<file path="config.mk">
export PLATFORM = sky130hd
export DESIGN_NAME = load_activate
export DESIGN_NICKNAME = d
export VERILOG_FILES = /design/src/rtl/cnn_pkg.sv /design/src/rtl/act_window_addr_gen.sv /design/src/rtl/load_activate.sv
export SDC_FILE = /design/constraint.sdc
export NUM_CORES = 1
export LEC_CHECK = 0
export ABC_CLOCK_PERIOD_IN_PS = 11750
export CORE_MARGIN = 2
export CORE_UTILIZATION = 45
export CTS_BUF_LIST = sky130_fd_sc_hd__clkbuf_16
export DETAILED_ROUTE_END_ITERATION = 7
export HOLD_SLACK_MARGIN = 0.1
export PLACE_DENSITY = 0.74
export RECOVER_POWER = 50
export SLEW_MARGIN = 0
export SYNTH_ARGS = -nofsm -noshare
export SYNTH_HDL_FRONTEND = slang
export SYNTH_SLANG_ARGS = --single-unit
</file>
<file path="constraint.sdc">
create_clock -name clk -period 11.75 [get_ports clk]
set_input_delay 1.7625 -clock clk [delete_from_list [all_inputs] [get_ports clk]]
set_output_delay 1.7625 -clock clk [all_outputs]
set_load 0.01 [all_outputs]
</file>
<file path="src/rtl/cnn_pkg.sv">
// Shared CNN constants and the load_activate state encoding.
package cnn_pkg;

  localparam int CNN_K     = 3;
  localparam int CNN_IMG_W = 28;
  localparam int CNN_IMG_H = 28;

  typedef enum logic [1:0] {
    LA_EMPTY = 2'd0,
    LA_FETCH = 2'd1,
    LA_DRAIN = 2'd2,
    LA_READY = 2'd3
  } la_state_e;

endpackage

</file>
<file path="src/rtl/act_window_addr_gen.sv">
// Window position (row/col) and in-window (i/j) counters plus the
// activation memory address multiply-add; the address is registered.
module act_window_addr_gen
  import cnn_pkg::*;
#(
  parameter int K      = CNN_K,
  parameter int IMG_W  = CNN_IMG_W,
  parameter int IMG_H  = CNN_IMG_H,
  parameter int ADDR_W = 16,
  parameter int SLOT_W = 4
) (
  input  logic              clk,
  input  logic              rst,
  input  logic              load_i,
  input  logic              adv_i,
  input  logic              step_i,
  input  logic [ADDR_W-1:0] base_i,
  output logic [ADDR_W-1:0] addr_o,
  output logic [15:0]       row_o,
  output logic [15:0]       col_o,
  output logic [SLOT_W-1:0] slot_o,
  output logic              last_o
);

  logic [ADDR_W-1:0] base_q, base_d, addr_q, addr_d;
  logic [15:0]       row_q, row_d, col_q, col_d, i_q, i_d, j_q, j_d;
  logic [31:0]       lin_s;

  // Next counter values and the address of the element they select.
  always_comb begin
    base_d = base_q;
    row_d  = row_q;
    col_d  = col_q;
    i_d    = i_q;
    j_d    = j_q;
    if (load_i) begin
      base_d = base_i;
      i_d    = 16'd0;
      j_d    = 16'd0;
      if (adv_i) begin
        if (col_q == 16'(IMG_W - K)) begin
          col_d = 16'd0;
          row_d = (row_q == 16'(IMG_H - K)) ? 16'd0 : row_q + 16'd1;
        end else begin
          col_d = col_q + 16'd1;
        end
      end else begin
        row_d = row_q;
      end
    end else if (step_i) begin
      if (j_q == 16'(K - 1)) begin
        j_d = 16'd0;
        i_d = i_q + 16'd1;
      end else begin
        j_d = j_q + 16'd1;
      end
    end else begin
      i_d = i_q;
    end
    // Wraps modulo 2^ADDR_W by truncation.
    lin_s  = (32'(row_d) + 32'(i_d)) * 32'(IMG_W) + 32'(col_d) + 32'(j_d);
    addr_d = base_d + lin_s[ADDR_W-1:0];
  end

  // Counter and address registers.
  always_ff @(posedge clk or posedge rst) begin
    if (rst) begin
      base_q <= '0;
      addr_q <= '0;
      row_q  <= 16'd0;
      col_q  <= 16'd0;
      i_q    <= 16'd0;
      j_q    <= 16'd0;
    end else begin
      base_q <= base_d;
      addr_q <= addr_d;
      row_q  <= row_d;
      col_q  <= col_d;
      i_q    <= i_d;
      j_q    <= j_d;
    end
  end

  assign addr_o = addr_q;
  assign row_o  = row_q;
  assign col_o  = col_q;
  assign slot_o = SLOT_W'(32'(i_q) * 32'(K) + 32'(j_q));
  assign last_o = (i_q == 16'(K - 1)) && (j_q == 16'(K - 1));

endmodule

</file>
<file path="src/rtl/load_activate.sv">
// Activation window loader: FSM, staging buffer and handover shadow register.
// Define LOAD_ACTIVATE_OVERRUN_CHK_EN to add the sticky overrun_err output.
module load_activate
  import cnn_pkg::*;
#(
  parameter int DATA_W = 8,
  parameter int K      = CNN_K,
  parameter int IMG_W  = CNN_IMG_W,
  parameter int IMG_H  = CNN_IMG_H,
  parameter int ADDR_W = 16
) (
  input  logic                  clk,
  input  logic                  rst,
  input  logic                  start_load,
  input  logic [ADDR_W-1:0]     base_addr,
  output logic                  mem_en,
  output logic [ADDR_W-1:0]     mem_addr,
  input  logic [DATA_W-1:0]     mem_rdata,
  output logic                  activate_ready,
  output logic [K*K*DATA_W-1:0] act_out,
  output logic [15:0]           act_row,
  output logic [15:0]           act_col,
  output logic                  frame_done
`ifdef LOAD_ACTIVATE_OVERRUN_CHK_EN
  ,output logic                 overrun_err
`endif
);

  localparam int NW     = K * K;
  localparam int SLOT_W = (NW > 1) ? $clog2(NW) : 1;

  la_state_e             state_q;
  logic                  mem_en_q, ready_q, frame_done_q, rd_pend_q;
  logic [SLOT_W-1:0]     rd_slot_q, slot_s;
  logic [DATA_W-1:0]     stg_q [NW];
  logic [NW*DATA_W-1:0]  act_q;
  logic [15:0]           act_row_q, act_col_q, gen_row_s, gen_col_s;
  logic                  accept_s, step_s, last_s;

  assign accept_s = start_load && ((state_q == LA_EMPTY) || (state_q == LA_READY));
  assign step_s   = (state_q == LA_FETCH) && !last_s;

  act_window_addr_gen #(
    .K(K), .IMG_W(IMG_W), .IMG_H(IMG_H), .ADDR_W(ADDR_W), .SLOT_W(SLOT_W)
  ) u_addr_gen (
    .clk    (clk),
    .rst    (rst),
    .load_i (accept_s),
    .adv_i  (state_q == LA_READY),
    .step_i (step_s),
    .base_i (base_addr),
    .addr_o (mem_addr),
    .row_o  (gen_row_s),
    .col_o  (gen_col_s),
    .slot_o (slot_s),
    .last_o (last_s)
  );

  // Control FSM with registered enable, ready, frame pulse and handover.
  always_ff @(posedge clk or posedge rst) begin
    if (rst) begin
      state_q      <= LA_EMPTY;
      mem_en_q     <= 1'b0;
      ready_q      <= 1'b0;
      frame_done_q <= 1'b0;
      act_q        <= '0;
      act_row_q    <= 16'd0;
      act_col_q    <= 16'd0;
    end else begin
      frame_done_q <= 1'b0;
      case (state_q)
        LA_EMPTY: begin
          if (start_load) begin
            state_q  <= LA_FETCH;
            mem_en_q <= 1'b1;
          end
        end
        LA_FETCH: begin
          if (last_s) begin
            state_q  <= LA_DRAIN;
            mem_en_q <= 1'b0;
          end
        end
        LA_DRAIN: begin
          state_q      <= LA_READY;
          ready_q      <= 1'b1;
          frame_done_q <= (gen_row_s == 16'(IMG_H - K)) && (gen_col_s == 16'(IMG_W - K));
        end
        LA_READY: begin
          if (start_load) begin
            state_q   <= LA_FETCH;
            mem_en_q  <= 1'b1;
            ready_q   <= 1'b0;
            act_row_q <= gen_row_s;
            act_col_q <= gen_col_s;
            for (int s = 0; s < NW; s++) begin
              act_q[s*DATA_W +: DATA_W] <= stg_q[s];
            end
          end
        end
        default: begin
          state_q  <= LA_EMPTY;
          mem_en_q <= 1'b0;
          ready_q  <= 1'b0;
        end
      endcase
    end
  end

  // Read data lands in its slot one cycle after the read was issued.
  always_ff @(posedge clk or posedge rst) begin
    if (rst) begin
      rd_pend_q <= 1'b0;
      rd_slot_q <= '0;
      for (int s = 0; s < NW; s++) begin
        stg_q[s] <= '0;
      end
    end else begin
      rd_pend_q <= mem_en_q;
      rd_slot_q <= slot_s;
      if (rd_pend_q) begin
        stg_q[rd_slot_q] <= mem_rdata;
      end
    end
  end

`ifdef LOAD_ACTIVATE_OVERRUN_CHK_EN
  logic overrun_q;

  // Sticky flag for start pulses that arrive while a fetch is in flight.
  always_ff @(posedge clk or posedge rst) begin
    if (rst) begin
      overrun_q <= 1'b0;
    end else if (start_load && ((state_q == LA_FETCH) || (state_q == LA_DRAIN))) begin
      overrun_q <= 1'b1;
    end else begin
      overrun_q <= overrun_q;
    end
  end

  assign overrun_err = overrun_q;
`endif

  assign mem_en         = mem_en_q;
  assign activate_ready = ready_q;
  assign act_out        = act_q;
  assign act_row        = act_row_q;
  assign act_col        = act_col_q;
  assign frame_done     = frame_done_q;

endmodule

</file>
==> out/metrics.yaml <==
route:
  ant_nets: 0
  drt_iter0_drc: 523
  drc_errors: 0
  dr.pass1.iters: 5
  wl_per_cell_um: 17.6
  drt-total-wl_mm: 30.4
  num_vias: 9123
  viasPerCell: 5.29
grt:
  grt_remaining_overflow: 0
  antenna_found_initial: 1
  grt_pass1_wl_mm: 49.9
  grt_util_met1_pct: 26.0
  track_usage_pct: 18.7
  top_usage_layer: "met2"
  grt_util_met3_pct: 2.79
  gr-usage-met2_pct: 31.3
  grt_max_degree: 139
  grt_pass1_vias: 9136
critical_path:
  slowest_stage: "dlygate4sd3_1"
  endpoint_kind: "flip-flop"
  critPathMaxFanout: 8
  critPathMostFrequentCell: "xnor2_1"
  cp.arrival_ns: 9.56
  startpoint: "start_load"
  critPathLaunchType: "input pin"
  path_class: "input pin to flip-flop"
  worstRegToRegCells: 37
  cpPeakStageDelay_ns: 0.59
  r2r_start: "u_addr_gen.j_q[0]"
  worstPathRequired_ns: 12.17
timing:
  setup_tns_ns: 0
  skew_ns: 0.00831
  setup_viol: 0
  tightest_slew_ns: 6.06
  grt_setup_unrepaired: "false"
  finalHoldViolCount: 0
  hold_slack_ns: 0.444
  slew_headroom_pct: -306
  max_clock_freq_mhz: 109
  post-route-period-util_pct: 77.8
  drv_slew: 139
  period_minus_slack_ns: 9.14
  fin_ws_ns: 2.61
pwr:
  p_comb_share_pct: 41.8
  worst_ir_drop_vdd_v: 0.000151
  power_leakage_nw: 7.93
  p_int_mw: 2.93
  p_seq_share_pct: 34.8
  power.switching_mw: 1.49
  switching_share_pct: 33.7
  p_per_area_nw_per_um2: 260
  p_clk_share_pct: 23.3
  p_total_mw: 4.42
synthesis:
  netlist_area_um2: 14000
  ys_seq_area_share_pct: 50.5
  ys_ff_latch: 282
  synth_warnings: 0
  synth_nets: 1270
  synth-async-reset-ratio_pct: 100
  synth_ff_type: "dfrtp_1"
  synth-edff-count: 0
  synth_cell_types: 55
  synth_cells: 1143
  syn_area_per_cell_um2: 12.2
min_path:
  min_path_cells: 0
  min_from: "mem_en"
  timing.hold.worst.class: "flip-flop to flip-flop"
finish:
  final_net_count: 1430
  fillers: 2531
  stdcell_area_um2: 17000
  post-route-util_pct: 55.5
  layout_common_cells: "dfrtp_1 (282), mux2_2 (182), inv_1 (103)"
  final_common_cell: "dfrtp_1"
  area_growth_pct: 21.4
  drive_gt1_share_pct: 18.7
  instances_no_fill: 1724
place:
  place_area_um2: 15900
  post-place-ws_ns: 2.19
  dp_cells: 1667
  port_buffers: 149
  dpl.hpwl_mm: 22.0
  place_congestion: 0.887
clocking:
  insertion_delay_ns: 0.55
  ctsResizeCount: 0
  clockBufferDepth: 3
  cts.hold.buffers_added: 0
  htreeDepth: 1
  cts_buffers: 30
  cts_tree: "yes"
  clock-root-buffer: "clkbuf_16"
  clkTransAtPathRegs_ns: 0.06
  post-cts-setup-buffers: 0
  cts_sinks: 282
outcome:
  violations: "max-capacitance violations, max-slew violations"
  status: "finished with violations"
floorplan:
  core_area_um2: 30600
  die_y_um: 180
  fp-row-count: 64
  ios: 150
  die_area_um2: 32500
  die_w_um: 180
  start_util_pct: 45.7
job:
  drv_cap: 1
-- metal layers --
layer	routed length [µm]	part of all wire [%]	up-vias
met1	13500	44	4601
met4	633	2.1	0
met3	1470	4.8	50
li1	-	-	4232
met5	0	0	-
met2	14800	49	240
-- cell families after synthesis --
family                   Yosys count  share of synthesized area [%]
AO/OA/AOI/OAI                    110                           4.92
XOR/XNOR                          87                           5.56
AND/OR/NAND/NOR                  245                           9.17
adder cells (fa/ha/maj)          100                           11.1
buffers and inverters            129                           3.54
multiplexers                     190                           15.2
flip-flops                       282                           50.5
-- power groups by stage --
stage               combinational, mW  sequential [mW]  clock, mW
floorplan                        1.19             1.57          0
global placement                 1.85             1.54          0
detailed placement               1.90             1.56          0
CTS                              1.92             1.54       1.05
global route                     2.06             1.58       1.09
finish                           1.85             1.54       1.03
-- critical path: cells and delay by family --
kind,cells,cell delay [ns]
fa+ha+maj,5,2.18
compound gates,9,1.71
xor+xnor,9,1.61
simple gates,8,1.42
buf+inv,4,0.84
-- cells in the mapped netlist, types with 2 or more instances --
cell | count | share of area (%)
mux2i_1 | 8 | 0.57
o211ai_1 | 2 | 0.11
a21oi_1 | 29 | 1.0
nor3b_1 | 4 | 0.21
nor3_1 | 16 | 0.57
xor2_1 | 27 | 1.7
nor4b_1 | 4 | 0.25
or3_1 | 15 | 0.67
o21bai_1 | 3 | 0.16
xnor2_1 | 59 | 3.7
fa_1 | 40 | 5.7
or2_2 | 7 | 0.31
a21boi_0 | 3 | 0.16
nand3_1 | 24 | 0.86
nand4_1 | 11 | 0.49
and2_1 | 4 | 0.18
mux2_2 | 182 | 15
and4_1 | 6 | 0.38
or4_1 | 4 | 0.21
o21ai_0 | 37 | 1.3
o31ai_1 | 2 | 0.11
a21o_1 | 15 | 0.81
nor2b_1 | 13 | 0.58
inv_1 | 102 | 2.7
a211oi_1 | 3 | 0.16
nand3b_1 | 3 | 0.16
nor2_1 | 59 | 1.6
o21a_1 | 3 | 0.16
nor4_1 | 9 | 0.40
dfrtp_1 | 282 | 50
ha_1 | 60 | 5.4
nand2_1 | 43 | 1.2
buf_1 | 7 | 0.19
a31oi_1 | 2 | 0.089
nand2b_1 | 5 | 0.22
clkbuf_1 | 18 | 0.48
and3_1 | 14 | 0.63
-- path summary, 6_finish.rpt --
path / end / slack (ns)
max in group asynchronous: act_out[58] / 4.57
max reg2reg: u_addr_gen.addr_o[15] / 3.00
min in group asynchronous: u_addr_gen.addr_o[0] / 3.57
max: u_addr_gen.addr_o[15] / 2.61
min: rd_pend_q / 0.44
min reg2reg: rd_pend_q / 0.44
-- cell type report --
type | instances | area (µm²) | area share, %
diodes | 1 | 2.50 | 0.0147
clock buffers | 31 | 776 | 4.57
clock inverters | 25 | 318 | 1.87
inverters | 102 | 384 | 2.26
multi-input cells | 732 | 6400 | 37.7
flip-flops and latches | 282 | 7060 | 41.6
well taps | 396 | 495 | 2.92
repair buffers | 155 | 1530 | 9.03
No activity file was read; power rests on OpenSTA's default activity.
